## src/rtl/decode_pkg.sv

```systemverilog
// Shared decode definitions: instruction classes, field positions, the decoded
// bundle type and the field-extraction helper used by the decode stage.
package decode_pkg;

  localparam logic [1:0] CLS_ALU = 2'b00;
  localparam logic [1:0] CLS_LD  = 2'b01;
  localparam logic [1:0] CLS_BR  = 2'b10;
  localparam logic [1:0] CLS_CMP = 2'b11;

  localparam int COND_MSB   = 31;
  localparam int COND_LSB   = 30;
  localparam int CLS_MSB    = 29;
  localparam int CLS_LSB    = 28;
  localparam int OP_MSB     = 27;
  localparam int OP_LSB     = 24;
  localparam int RD_MSB     = 23;
  localparam int RD_LSB     = 20;
  localparam int RS1_MSB    = 19;
  localparam int RS1_LSB    = 16;
  localparam int RS2_MSB    = 15;
  localparam int RS2_LSB    = 12;
  localparam int IMM16_MSB  = 15;
  localparam int IMM24_MSB  = 23;
  localparam int BR_DIR_BIT = 23;
  localparam int REG_W      = 4;

  typedef struct packed {
    logic             valid;
    logic [1:0]       cond;
    logic [1:0]       cls;
    logic [3:0]       alu_op;
    logic [REG_W-1:0] rd;
    logic [REG_W-1:0] rs1;
    logic [REG_W-1:0] rs2;
    logic [31:0]      imm;
    logic             we;
    logic [31:0]      pc;
  } decoded_t;

  function automatic logic [31:0] sext16(input logic [15:0] v);
    return {{16{v[15]}}, v};
  endfunction

  function automatic logic [31:0] sext24(input logic [23:0] v);
    return {{8{v[23]}}, v};
  endfunction

  // Branches carry a 24-bit displacement that overlaps the register fields.
  function automatic decoded_t decode_word(input logic [31:0] instr, input logic [31:0] pc);
    decoded_t b;
    b.valid  = 1'b1;
    b.cond   = instr[COND_MSB:COND_LSB];
    b.cls    = instr[CLS_MSB:CLS_LSB];
    b.alu_op = instr[OP_MSB:OP_LSB];
    b.rd     = instr[RD_MSB:RD_LSB];
    b.rs1    = instr[RS1_MSB:RS1_LSB];
    b.rs2    = instr[RS2_MSB:RS2_LSB];
    b.imm    = (b.cls == CLS_BR) ? sext24(instr[IMM24_MSB:0]) : sext16(instr[IMM16_MSB:0]);
    b.we     = (b.cls == CLS_ALU) || (b.cls == CLS_LD);
    b.pc     = pc;
    return b;
  endfunction

endpackage

```

## src/rtl/decode_stage_load_scoreboard.sv

```systemverilog
// In-flight load tracker: a shift chain of {valid, rd} entries, one per cycle
// of load latency, with a source-register hit compare across every entry.
module load_scoreboard
  import decode_pkg::*;
#(
  parameter int DEPTH = 2,
  parameter int RW    = 4
) (
  input  logic          clk,
  input  logic          rst,
  input  logic          push,
  input  logic [RW-1:0] push_rd,
  input  logic          advance,
  input  logic [RW-1:0] rs1,
  input  logic [RW-1:0] rs2,
  input  logic          use_rs2,
  output logic          hit
);

  logic [DEPTH-1:0]         vld_q, vld_d;
  logic [DEPTH-1:0][RW-1:0] rd_q, rd_d;

  // Shift the chain on accepted cycles; the oldest entry drops off the end.
  always_comb begin
    vld_d = vld_q;
    rd_d  = rd_q;
    if (advance) begin
      vld_d[0] = push;
      rd_d[0]  = push_rd;
      for (int i = 1; i < DEPTH; i++) begin
        vld_d[i] = vld_q[i-1];
        rd_d[i]  = rd_q[i-1];
      end
    end else begin
      vld_d = vld_q;
      rd_d  = rd_q;
    end
  end

  // Scoreboard state register.
  always_ff @(posedge clk or posedge rst) begin
    if (rst) begin
      vld_q <= '0;
      rd_q  <= '0;
    end else begin
      vld_q <= vld_d;
      rd_q  <= rd_d;
    end
  end

  // Any valid entry matching a consumed source register is a hit.
  always_comb begin
    hit = 1'b0;
    for (int i = 0; i < DEPTH; i++) begin
      hit = hit | (vld_q[i] & ((rd_q[i] == rs1) | (use_rs2 & (rd_q[i] == rs2))));
    end
  end

endmodule

```

## src/rtl/decode_stage.sv

```systemverilog
// Decode pipeline stage: registers the fetched word, splits fields, stalls on
// load-use hazards and produces the static backward-taken branch prediction.
module decode_stage
  import decode_pkg::*;
#(
  parameter int LOAD_LAT = 2,
  parameter int NREG     = 16
) (
  input  logic        clk,
  input  logic        rst,
  input  logic [31:0] instr_in,
  input  logic [31:0] pc_in,
  input  logic        instr_valid,
  input  logic        br_taken,
  input  logic        ex_ready,
  output logic        stall_fetch,
  output logic        pred_taken,
  output logic [31:0] pc_pred,
  output logic        d_valid,
  output logic [1:0]  d_cond,
  output logic [1:0]  d_class,
  output logic [3:0]  d_alu_op,
  output logic [3:0]  d_rd,
  output logic [3:0]  d_rs1,
  output logic [3:0]  d_rs2,
  output logic [31:0] d_imm,
  output logic        d_we,
  output logic [31:0] d_pc
);

  localparam int RW = $clog2(NREG);

  decoded_t    dec;
  decoded_t    bundle_q, bundle_d;
  logic        pred_taken_q, pred_taken_d;
  logic [31:0] pc_pred_q, pc_pred_d;
  logic        sb_hit, hazard, issue, push_load, use_rs2, predict_bwd;
  logic [31:0] br_target;

  assign dec         = decode_word(instr_in, pc_in);
  assign use_rs2     = (dec.cls == CLS_ALU) || (dec.cls == CLS_CMP);
  assign hazard      = instr_valid & sb_hit;
  assign issue       = instr_valid & ~hazard & ex_ready & ~br_taken;
  assign push_load   = issue & (dec.cls == CLS_LD);
  assign br_target   = pc_in + dec.imm;
  assign predict_bwd = issue & (dec.cls == CLS_BR) & instr_in[BR_DIR_BIT];

  // Stall is suppressed while in reset so fetch sees a quiet interface.
  assign stall_fetch = ~rst & (hazard | ~ex_ready) & ~br_taken;

  load_scoreboard #(
    .DEPTH (LOAD_LAT),
    .RW    (RW)
  ) u_sb (
    .clk     (clk),
    .rst     (rst),
    .push    (push_load),
    .push_rd (dec.rd[RW-1:0]),
    .advance (ex_ready),
    .rs1     (dec.rs1[RW-1:0]),
    .rs2     (dec.rs2[RW-1:0]),
    .use_rs2 (use_rs2),
    .hit     (sb_hit)
  );

  // Output update priority: flush, back-pressure hold, hazard bubble, load.
  always_comb begin
    bundle_d     = bundle_q;
    pred_taken_d = pred_taken_q;
    pc_pred_d    = pc_pred_q;
    if (br_taken) begin
      bundle_d.valid = 1'b0;
      pred_taken_d   = 1'b0;
      pc_pred_d      = 32'h0000_0000;
    end else if (!ex_ready) begin
      bundle_d     = bundle_q;
      pred_taken_d = pred_taken_q;
      pc_pred_d    = pc_pred_q;
    end else if (hazard) begin
      bundle_d.valid = 1'b0;
      pred_taken_d   = 1'b0;
      pc_pred_d      = 32'h0000_0000;
    end else begin
      bundle_d       = dec;
      bundle_d.valid = instr_valid;
      pred_taken_d   = predict_bwd;
      pc_pred_d      = predict_bwd ? br_target : 32'h0000_0000;
    end
  end

  // Decoded bundle and prediction registers.
  always_ff @(posedge clk or posedge rst) begin
    if (rst) begin
      bundle_q     <= '0;
      pred_taken_q <= 1'b0;
      pc_pred_q    <= 32'h0000_0000;
    end else begin
      bundle_q     <= bundle_d;
      pred_taken_q <= pred_taken_d;
      pc_pred_q    <= pc_pred_d;
    end
  end

  assign pred_taken = pred_taken_q;
  assign pc_pred    = pc_pred_q;
  assign d_valid    = bundle_q.valid;
  assign d_cond     = bundle_q.cond;
  assign d_class    = bundle_q.cls;
  assign d_alu_op   = bundle_q.alu_op;
  assign d_rd       = bundle_q.rd;
  assign d_rs1      = bundle_q.rs1;
  assign d_rs2      = bundle_q.rs2;
  assign d_imm      = bundle_q.imm;
  assign d_we       = bundle_q.we;
  assign d_pc       = bundle_q.pc;

endmodule

```

## config.mk

```make
export PLATFORM = sky130hd
export DESIGN_NAME = decode_stage
export DESIGN_NICKNAME = d
export VERILOG_FILES = /design/src/rtl/decode_pkg.sv /design/src/rtl/decode_stage_load_scoreboard.sv /design/src/rtl/decode_stage.sv
export SDC_FILE = /design/constraint.sdc
export NUM_CORES = 1
export LEC_CHECK = 0
export CAP_MARGIN = 10
export CORE_UTILIZATION = 47
export CTS_BUF_LIST = sky130_fd_sc_hd__clkbuf_16
export DETAILED_ROUTE_END_ITERATION = 10
export MAX_ROUTING_LAYER = met4
export PLACE_DENSITY = 0.82
export RECOVER_POWER = 50
export SLEW_MARGIN = 10
export SYNTH_ARGS = -nofsm -noshare
export SYNTH_HDL_FRONTEND = slang
export SYNTH_SLANG_ARGS = --single-unit
```

## constraint.sdc

```tcl
create_clock -name clk -period 4.7 [get_ports clk]
set_input_delay 1.175 -clock clk [delete_from_list [all_inputs] [get_ports clk]]
set_output_delay 1.175 -clock clk [all_outputs]
set_load 0.05 [all_outputs]
```

==> metrics.yaml, run 1 <==
drt:
  vias: 5110
  drc: 0
  wire_per_inst_um: 17.6
  drt.antenna.violating_nets: 0
  dr.pass1.iters: 4
  via_per_inst: 5.46
  finalWirelength_um: 16500
  drtIter0Drc: 263
sta:
  fin_hold_ws_ps: 483
  min_period_ps: 4490
  slew_headroom_pct: -56.6
  rsz0062_at_grt: "no"
  fin_tns_setup_ps: 0
  fmax_mhz: 223
  final_max_slew_viol_count: 61
  worst_slew_pin_slew_ps: 2350
  finalClockSkew_ps: 8.86
  finalHoldViolations: 0
  setup_viol: 0
  period_share_pct: 95.6
global_route:
  grt_usage_pct: 25.8
  grt_pass1_vias: 5349
  grtUsageMet3_pct: 4.80
  use_met1_pct: 30.6
  grt_max_degree: 61
  grt-busiest-layer: "met2"
  grtUsageMet2_pct: 42.1
  overflow: 0
  antenna_found_initial: 0
  grt_pass1_wl_um: 27200
die:
  core_um2: 13200
  die_y_um: 118
  start_util_pct: 48.0
  num_io_pins: 189
  die_area_um2: 13900
  rows: 42
  die_width_um: 118
critical_path:
  crit_path_start_kind: "primary input"
  slowest_stage: "clkdlybuf4s50_1"
  crit_path_end_kind: "primary output"
  crit_fanout: 3
  crit_chain: "clkdlybuf4s50_1, inv_1, ha_1, o31ai_1, a22o_1, nand2_1, a211oi_2, buf_12"
  cp_data_required_time_ps: 3520
  crit_arrival_ps: 3320
  crit_type: "in2out"
  max_stage_delay_ps: 540
  r2r_setup_slack_ps: 2170
clock_network:
  ctsHoldBuffers: 0
  cts_buffer_depth: 2
  cts_tree: "done"
  cts_buffers: 17
  cts_setup_buffers: 0
  clk_latency_ps: 420
  cts_num_sinks: 117
  htreeDepth: 4
  clk_pin_slew_ps: 50
  cts_resized: 0
  root_buffer: "clkbuf_16"
yosys:
  yosysWarnings: 0
  ys_ff_latch: 117
  seq_area_frac_synth_pct: 46.3
  async_flop_share_pct: 100
  syn_area_per_cell_um2: 11.2
  synth_edf_count: 0
  synth.distinct_cells: 47
  syn_inst: 567
  synth_ff_type: "dfrtp_1"
  synthesis.area_um2: 6330
  syn_nets: 672
layout:
  area_delta_synth_final_pct: 40.4
  fill_cells: 1010
  drive_gt1_share_pct: 15.9
  final_cell_mix: "clkdlybuf4s50_1 (136), dfrtp_1 (117), mux2_2 (73)"
  postLayoutCellArea_um2: 8880
  instances_no_fill: 936
  layout_commonest_cell: "clkdlybuf4s50_1"
  fin_util_pct: 67.3
  finish.net_count: 852
  diodes: 0
place:
  place_area_um2: 8350
  gp_congestion: 0.883
  dp_hpwl_um: 12200
  port_buffers: 188
  dpl.cell_count: 904
power:
  ir_worst_vdd_v: 0.000245
  p_per_area_nw_per_um2: 406
  p_leak_nw: 3.93
outcome:
  status: "finished with violations"
  violations: "capacitance limit, slew limit"
job:
  maxCapViolations: 1
worst_hold_path:
  min_path_type: "reg2reg"
registers in the layout (all words and copies together), names as in the netlist:
register	cells
d_alu_op	4
d_valid	1
d_rs2	3
d_pc	32
u_sb.rd_q	8
d_imm	21
d_we	1
pc_pred	32
u_sb.vld_q	2
d_rs1	4
pred_taken	1
d_cond	2
d_class	2
d_rd	4
worst max-delay path, delay by kind of cell:
| family | cells | cell delay, ps |
|---|---|---|
| and+or+nand+nor | 1 | 110 |
| adders and majority gates | 1 | 330 |
| AOI/OAI and AO/OA | 3 | 880 |
| buffers and inverters | 3 | 820 |
per-stage QoR:
stage / power, mW / setup WS (ps)
final: 3.61 / 209
after floorplan: 2.04 / 316
after global routing: 3.76 / 118
after CTS: 3.66 / 70.2
after detailed placement: 2.44 / 87.1
after global placement: 2.42 / 268
layer usage:
metal	wire length [µm]	up-vias
li1	-	2400
met1	7000	2524
met2	8390	146
met3	588	40
met4	512	0
met5	0	-
Yosys cell counts, types with 3 or more instances:
cell / number / share of area (%)
o21a_1: 4 / 0.47
o21bai_1: 11 / 1.3
buf_1: 4 / 0.24
ha_1: 35 / 6.9
o31ai_1: 3 / 0.36
xnor2_1: 31 / 4.3
nand2_1: 50 / 3.0
and3_1: 5 / 0.49
a31oi_1: 12 / 1.2
nand3_1: 5 / 0.40
nor2_1: 26 / 1.5
a22o_1: 28 / 3.9
nand4_1: 10 / 0.99
mux2_2: 73 / 13
buf_4: 12 / 1.4
xor2_1: 10 / 1.4
clkbuf_1: 16 / 0.95
a211oi_1: 6 / 0.71
inv_1: 16 / 0.95
buf_2: 6 / 0.47
dfrtp_1: 117 / 46
o21ai_0: 9 / 0.71
a21o_1: 15 / 1.8
nand2b_1: 3 / 0.30
a21oi_1: 34 / 2.7
where the power goes:
| part | internal (mW) | switching [mW] | total (mW) |
|---|---|---|---|
| Clock | 0.760 | 0.443 | 1.20 |
| Sequential | 1.12 | 0.0684 | 1.19 |
| Combinational | 0.452 | 0.762 | 1.21 |
kinds of logic (layout without fill, tap and decap cells):
family	after synthesis	after routing	share of synthesized area (%)
DFF	117	117	46.3
xor gates and xnor gates	41	41	5.68
buffers and inverters	55	248	4.21
AOI/OAI and AO/OA	138	138	16.1
muxes	73	73	13.0
and+or+nand+nor	107	107	7.54
adders and majority gates	36	36	7.24
cell type report:
type / count / area (µm²) / share of cell area (%)
clock buffers: 17 / 425 / 4.79
flip-flops and latches: 117 / 2930 / 33.0
inverters: 16 / 60.1 / 0.676
repair buffers: 200 / 1980 / 22.3
clock inverters: 15 / 123 / 1.38
well taps: 176 / 220 / 2.48
multi-input cells: 395 / 3150 / 35.4
path summary, 6_finish.rpt:
path / start / to / cells after the start
worst max-delay path: instr_in[28] / stall_fetch / 8
worst min-delay path: d_valid / d_valid / 1
worst max register to register: u_sb.rd_q[7] / d_pc[30] / 8
worst min register to register: d_valid / d_valid / 1
max in group asynchronous: rst / u_sb.rd_q[6] / 3
min in group asynchronous: rst / d_rs1[2] / 2
Note: power is estimated with default switching activity, not from simulation.
==> run 2, diff against run 1 <==
==> constraint.sdc (replaced) <==
create_clock -name clk -period 4.8 [get_ports clk]
set_input_delay 1.2 -clock clk [delete_from_list [all_inputs] [get_ports clk]]
set_output_delay 1.2 -clock clk [all_outputs]
set_load 0.05 [all_outputs]
==> metrics.yaml, run 2 (synthesis gave the netlist of run 1 again) <==
clock_network:
  htreeDepth: 4  # unchanged
  cts_num_sinks: 117  # unchanged
  clk_pin_slew_ps: 50  # about the same
  root_buffer: "clkbuf_16"  # unchanged
  ctsHoldBuffers: 0  # unchanged
  cts_tree: "done"  # unchanged
  clk_latency_ps: 420  # about the same
  cts_buffer_depth: 2  # unchanged
  cts_resized: 0  # unchanged
  cts_setup_buffers: 0  # unchanged
  cts_buffers: 17  # unchanged
sta:
  fmax_mhz: 221
  fin_hold_ws_ps: 477  # was 483 ps
  finalHoldViolations: 0  # unchanged
  rsz0062_at_grt: "no"  # unchanged
  setup_viol: 0  # unchanged
  worst_slew_pin_slew_ps: 2860  # was 2350 ps
  period_share_pct: 94.2
  slew_headroom_pct: -90.7  # was -56.6%
  fin_tns_setup_ps: 0  # unchanged
  final_max_slew_viol_count: 118  # was 61
  min_period_ps: 4520
  finalClockSkew_ps: 7.48  # was 8.86 ps
  setup_ws_ps: 278  # was 209 ps
layout:
  instances_no_fill: 934  # was 936
  fill_cells: 964  # was 1010
  multi_input_area_um2: 3140  # was 3150 µm²
  drive_gt1_share_pct: 16.0  # was 15.9%
  seq_area_um2: 2930  # unchanged
  layout_commonest_cell: "clkdlybuf4s50_1"  # unchanged
  area_delta_synth_final_pct: 41.8  # was 40.4%
  finish.net_count: 851  # was 852
  final_cell_mix: "clkdlybuf4s50_1 (136), dfrtp_1 (117), mux2_2 (73)"  # unchanged
  diodes: 0  # unchanged
power:
  p_leak_nw: 3.95  # was 3.93 nW
  p_per_area_nw_per_um2: 419  # was 406 nW/µm²
  ir_worst_vdd_v: 0.000251  # was 0.000245 V
  p_total_mw: 3.76  # was 3.61 mW
place:
  dp_slack_ps: 162  # was 87.1 ps
  dpl.cell_count: 903  # was 904
  port_buffers: 188  # unchanged
  gp_congestion: 0.865  # was 0.883
  dp_hpwl_um: 12600  # was 12200 µm
global_route:
  grt_pass1_vias: 5307  # was 5349
  grt_pass1_wl_um: 27600  # was 27200 µm
  grt_usage_pct: 26.1  # was 25.8%
  grt_max_degree: 118  # was 61
  overflow: 0  # unchanged
  antenna_found_initial: 0  # unchanged
critical_path:
  cp_data_required_time_ps: 3600  # was 3520 ps
  crit_path_end_kind: "primary output"  # unchanged
  crit_fanout: 3  # unchanged
  crit_type: "in2out"  # unchanged
  crit_arrival_ps: 3320  # about the same
  crit_path_start_kind: "primary input"  # unchanged
outcome:
  status: "finished with violations"  # unchanged
  violations: "capacitance limit, slew limit"  # unchanged
drt:
  dr.pass1.iters: 4  # unchanged
  vias: 5126  # was 5110
  via_per_inst: 5.49  # was 5.46
  drtIter0Drc: 343  # was 263
  finalWirelength_um: 17100  # was 16500 µm
  drt.antenna.violating_nets: 0  # unchanged
  wire_per_inst_um: 18.3  # was 17.6 µm
  drc: 0  # unchanged
die:
  start_util_pct: 48.0  # unchanged
  die_area_um2: 13900  # unchanged
  rows: 42  # unchanged
  core_um2: 13200  # unchanged
  die_y_um: 118  # unchanged
  die_width_um: 118  # unchanged
  num_io_pins: 189  # unchanged
job:
  maxCapViolations: 1  # unchanged
worst_hold_path:
  min_path_type: "reg2reg"  # unchanged
## run 2: worst paths after layout
path / cells after the start / slack (ps) / to / from
max in group asynchronous: 3 / 760 / d_imm[5] / rst
worst max-delay path: 8 / 280 / stall_fetch / instr_in[29]
worst min-delay path: 1 / 480 / d_valid / d_valid
min in group asynchronous: 3 / 2410 / d_pc[17] / rst
worst min register to register: 1 / 480 / d_valid / d_valid
worst max register to register: 8 / 2310 / d_pc[23] / u_sb.rd_q[4]
## run 2: power by group
part / internal (mW) / total [mW] / switching [mW] / leakage, nW
combinational: 0.441 / 1.19 / 0.752 / 2.19
sequential: 1.10 / 1.16 / 0.0670 / 1.45
clock: 0.957 / 1.40 / 0.446 / 0.318
## run 2: metrics by stage
step / util, % / cell area [µm²]
global route: 68.0 / 8970
CTS: 68.2 / 8990
floorplan: - / 6330
finish: 68.0 / 8970
detailed placement: 63.3 / 8350
global placement: 63.3 / 8350
## run 2: worst max-delay path, stage by stage
cell and delay [ps]:
clkdlybuf4s50_1 520, inv_1 80, ha_1 290, o31ai_1 260, a22o_1 230, nand2_1 90
a211oi_1 450, buf_12 200
## run 2: routing by layer
| layer | global-route usage [%] | part of all wire, % | up-vias |
|---|---|---|---|
| met5 | - | 0 | - |
| met4 | 11.5 | 2.3 | 0 |
| met3 | 4.70 | 3.3 | 26 |
| met2 | 43.5 | 52 | 144 |
| met1 | 30.9 | 43 | 2550 |
| li1 | - | - | 2406 |
## run 2: cell type report
| type | instances | share of cell area (%) |
|---|---|---|
| clock buffer | 17 | 4.74 |
| clock inverter | 14 | 2.41 |
| inverter | 16 | 0.683 |
| multi-input combinational | 395 | 35.0 |
| sequential | 117 | 32.6 |
| tap | 176 | 2.45 |
| timing repair buffer | 199 | 22.1 |
==> run 3, diff against run 2 <==
--- a/config.mk
+++ b/config.mk
@@ -9,8 +9,9 @@
 export CORE_UTILIZATION = 47
 export CTS_BUF_LIST = sky130_fd_sc_hd__clkbuf_16
 export DETAILED_ROUTE_END_ITERATION = 10
+export GPL_TIMING_DRIVEN = 0
 export MAX_ROUTING_LAYER = met4
-export PLACE_DENSITY = 0.82
+export PLACE_DENSITY = 0.84
 export RECOVER_POWER = 50
 export SLEW_MARGIN = 10
 export SYNTH_ARGS = -nofsm -noshare
==> metrics.yaml, run 3 (synthesis gave the netlist of run 1 again) <==
drt:
  via_per_inst: 5.39  # was 5.49
  drc: 0  # unchanged
  drtIter0Drc: 239  # was 343
  finalWirelength_um: 17200  # was 17100 µm
  dr.pass1.iters: 7  # was 4
  wire_per_inst_um: 17.9  # was 18.3 µm
  vias: 5176  # was 5126
  drt.antenna.violating_nets: 0  # unchanged
clock_network:
  clk_latency_ps: 410  # was 420 ps
  cts_buffer_depth: 2  # unchanged
  clk_pin_slew_ps: 50  # about the same
  cts_buffers: 17  # unchanged
  cts_tree: "done"  # unchanged
  cts_num_sinks: 117  # unchanged
  ctsHoldBuffers: 0  # unchanged
  root_buffer: "clkbuf_16"  # unchanged
  cts_setup_buffers: 0  # unchanged
  htreeDepth: 4  # unchanged
layout:
  layout_commonest_cell: "clkdlybuf4s50_1"  # unchanged
  instances_no_fill: 960  # was 934
  area_delta_synth_final_pct: 41.2  # was 41.8%
  drive_gt1_share_pct: 16.1  # was 16.0%
  postLayoutCellArea_um2: 8930  # was 8970 µm²
  fin_util_pct: 67.7  # was 68.0%
  diodes: 0  # unchanged
  finish.net_count: 878  # was 851
  fill_cells: 1021  # was 964
  final_cell_mix: "clkdlybuf4s50_1 (136), dfrtp_1 (117), mux2_2 (72)"  # was clkdlybuf4s50_1 (136), dfrtp_1 (117), mux2_2 (73)
place:
  dp_hpwl_um: 13300  # was 12600 µm
  gp_congestion: 0.874  # was 0.865
  dpl.cell_count: 932  # was 903
  port_buffers: 188  # unchanged
  dp_slack_ps: -628  # was 162 ps
  place_area_um2: 8460  # was 8350 µm²
sta:
  setup_viol: 0  # unchanged
  worst_slew_pin_slew_ps: 1820  # was 2860 ps
  final_max_slew_viol_count: 40  # was 118
  rsz0062_at_grt: "no"  # unchanged
  setup_ws_ps: 176  # was 278 ps
  period_share_pct: 96.3  # was 94.2%
  fmax_mhz: 216  # was 221 MHz
  min_period_ps: 4620  # was 4520 ps
  finalClockSkew_ps: 5.12  # was 7.48 ps
  slew_headroom_pct: -22.0  # was -90.7%
  finalHoldViolations: 0  # unchanged
die:
  die_width_um: 118  # unchanged
  die_y_um: 118  # unchanged
  core_um2: 13200  # unchanged
  num_io_pins: 189  # unchanged
  die_area_um2: 13900  # unchanged
  start_util_pct: 48.0  # unchanged
  rows: 42  # unchanged
power:
  p_leak_nw: 3.97  # was 3.95 nW
  p_per_area_nw_per_um2: 383  # was 419 nW/µm²
  p_total_mw: 3.42  # was 3.76 mW
  ir_worst_vdd_v: 0.000254  # was 0.000251 V
critical_path:
  r2r_start: "u_sb.rd_q[7]"  # was u_sb.rd_q[4]
  crit_type: "in2out"  # unchanged
  crit_path_end_kind: "primary output"  # unchanged
  crit_fanout: 3  # unchanged
  cp_data_required_time_ps: 3600  # about the same
  r2r_setup_slack_ps: 2000  # was 2310 ps
  crit_arrival_ps: 3420  # was 3320 ps
  crit_chain: "clkdlybuf4s50_1, inv_1, ha_1, o31ai_1, a22o_1, nand2_1, a211oi_1, clkbuf_2"  # was clkdlybuf4s50_1, inv_1, ha_1, o31ai_1, a22o_1, nand2_1, a211oi_1, buf_12
  slowest_stage: "clkdlybuf4s50_1"  # unchanged
  reg2reg_depth: 9  # was 8
  max_stage_delay_ps: 550  # was 520 ps
  crit_path_start_kind: "primary input"  # unchanged
  r2r-end: "pc_pred[31]"  # was d_pc[23]
global_route:
  grt_max_degree: 79  # was 118
  overflow: 0  # unchanged
  grt_usage_pct: 26.5  # was 26.1%
  grt_pass1_vias: 5468  # was 5307
  grt_pass1_wl_um: 27900  # was 27600 µm
  antenna_found_initial: 0  # unchanged
worst_hold_path:
  min_path_type: "reg2reg"  # unchanged
  hold_depth: 1  # unchanged
  min_from: "d_valid"  # unchanged
  holdPathEnd: "d_valid"  # unchanged
job:
  maxCapViolations: 1  # unchanged
outcome:
  violations: "capacitance limit, slew limit"  # unchanged
  status: "finished with violations"  # unchanged
run 3: final cells by class:
| type | count | area, µm² | share of cell area (%) |
|---|---|---|---|
| Multi-Input combinational cell | 395 | 3140 | 35.1 |
| Timing Repair Buffer | 189 | 1900 | 21.3 |
| Sequential cell | 117 | 2930 | 32.8 |
| Clock buffer | 17 | 425 | 4.76 |
| Buffer | 37 | 200 | 2.24 |
| Tap cell | 176 | 220 | 2.47 |
| Inverter | 16 | 61.3 | 0.687 |
| Clock inverter | 13 | 53.8 | 0.602 |
run 3: worst max path at each step:
stage	end	start	cells after the start
after floorplan	stall_fetch	instr_in[28]	6
after global placement	d_pc[28]	rst	2
after detailed placement	pc_pred[27]	instr_in[28]	18
after CTS	stall_fetch	instr_in[28]	8
after global routing	pc_pred[27]	instr_in[28]	16
final	stall_fetch	instr_in[28]	8
run 3: timing repair:
item                                    4_1_cts  5_1_grt
gates resized for setup                       2        6
pin swaps                                     0        0
endpoints found under the setup margin        8        8
endpoints found under the hold margin         0        0
run 3: critical path: cells and delay by family:
family | cells | cell delay, ps
AO/OA/AOI/OAI | 3 | 800
adder cells (fa/ha/maj) | 1 | 340
buffers and inverters | 3 | 980
AND/OR/NAND/NOR | 1 | 90
run 3: stage by stage:
step	hold WS [ps]	setup TNS [ps]
2_1_floorplan	481	0
6_report	479	0
3_3_place_gp	461	-123800
5_1_grt	495	0
4_1_cts	481	0
3_5_place_dp	469	-4990
run 3: per-layer routing:
| layer | vias to the layer above | part of all wire [%] | GRT usage [%] |
|---|---|---|---|
| met2 | 183 | 50 | 43.5 |
| met1 | 2484 | 42 | 30.1 |
| met5 | - | 0 | - |
| met3 | 58 | 4.0 | 5.04 |
| li1 | 2451 | - | - |
| met4 | 0 | 4.6 | 15.6 |
run 3: report_power, final:
group / switching, mW / internal (mW) / leakage (nW)
clock: 0.414 / 0.628 / 0.251
sequential: 0.0664 / 1.10 / 1.45
combinational: 0.758 / 0.458 / 2.28
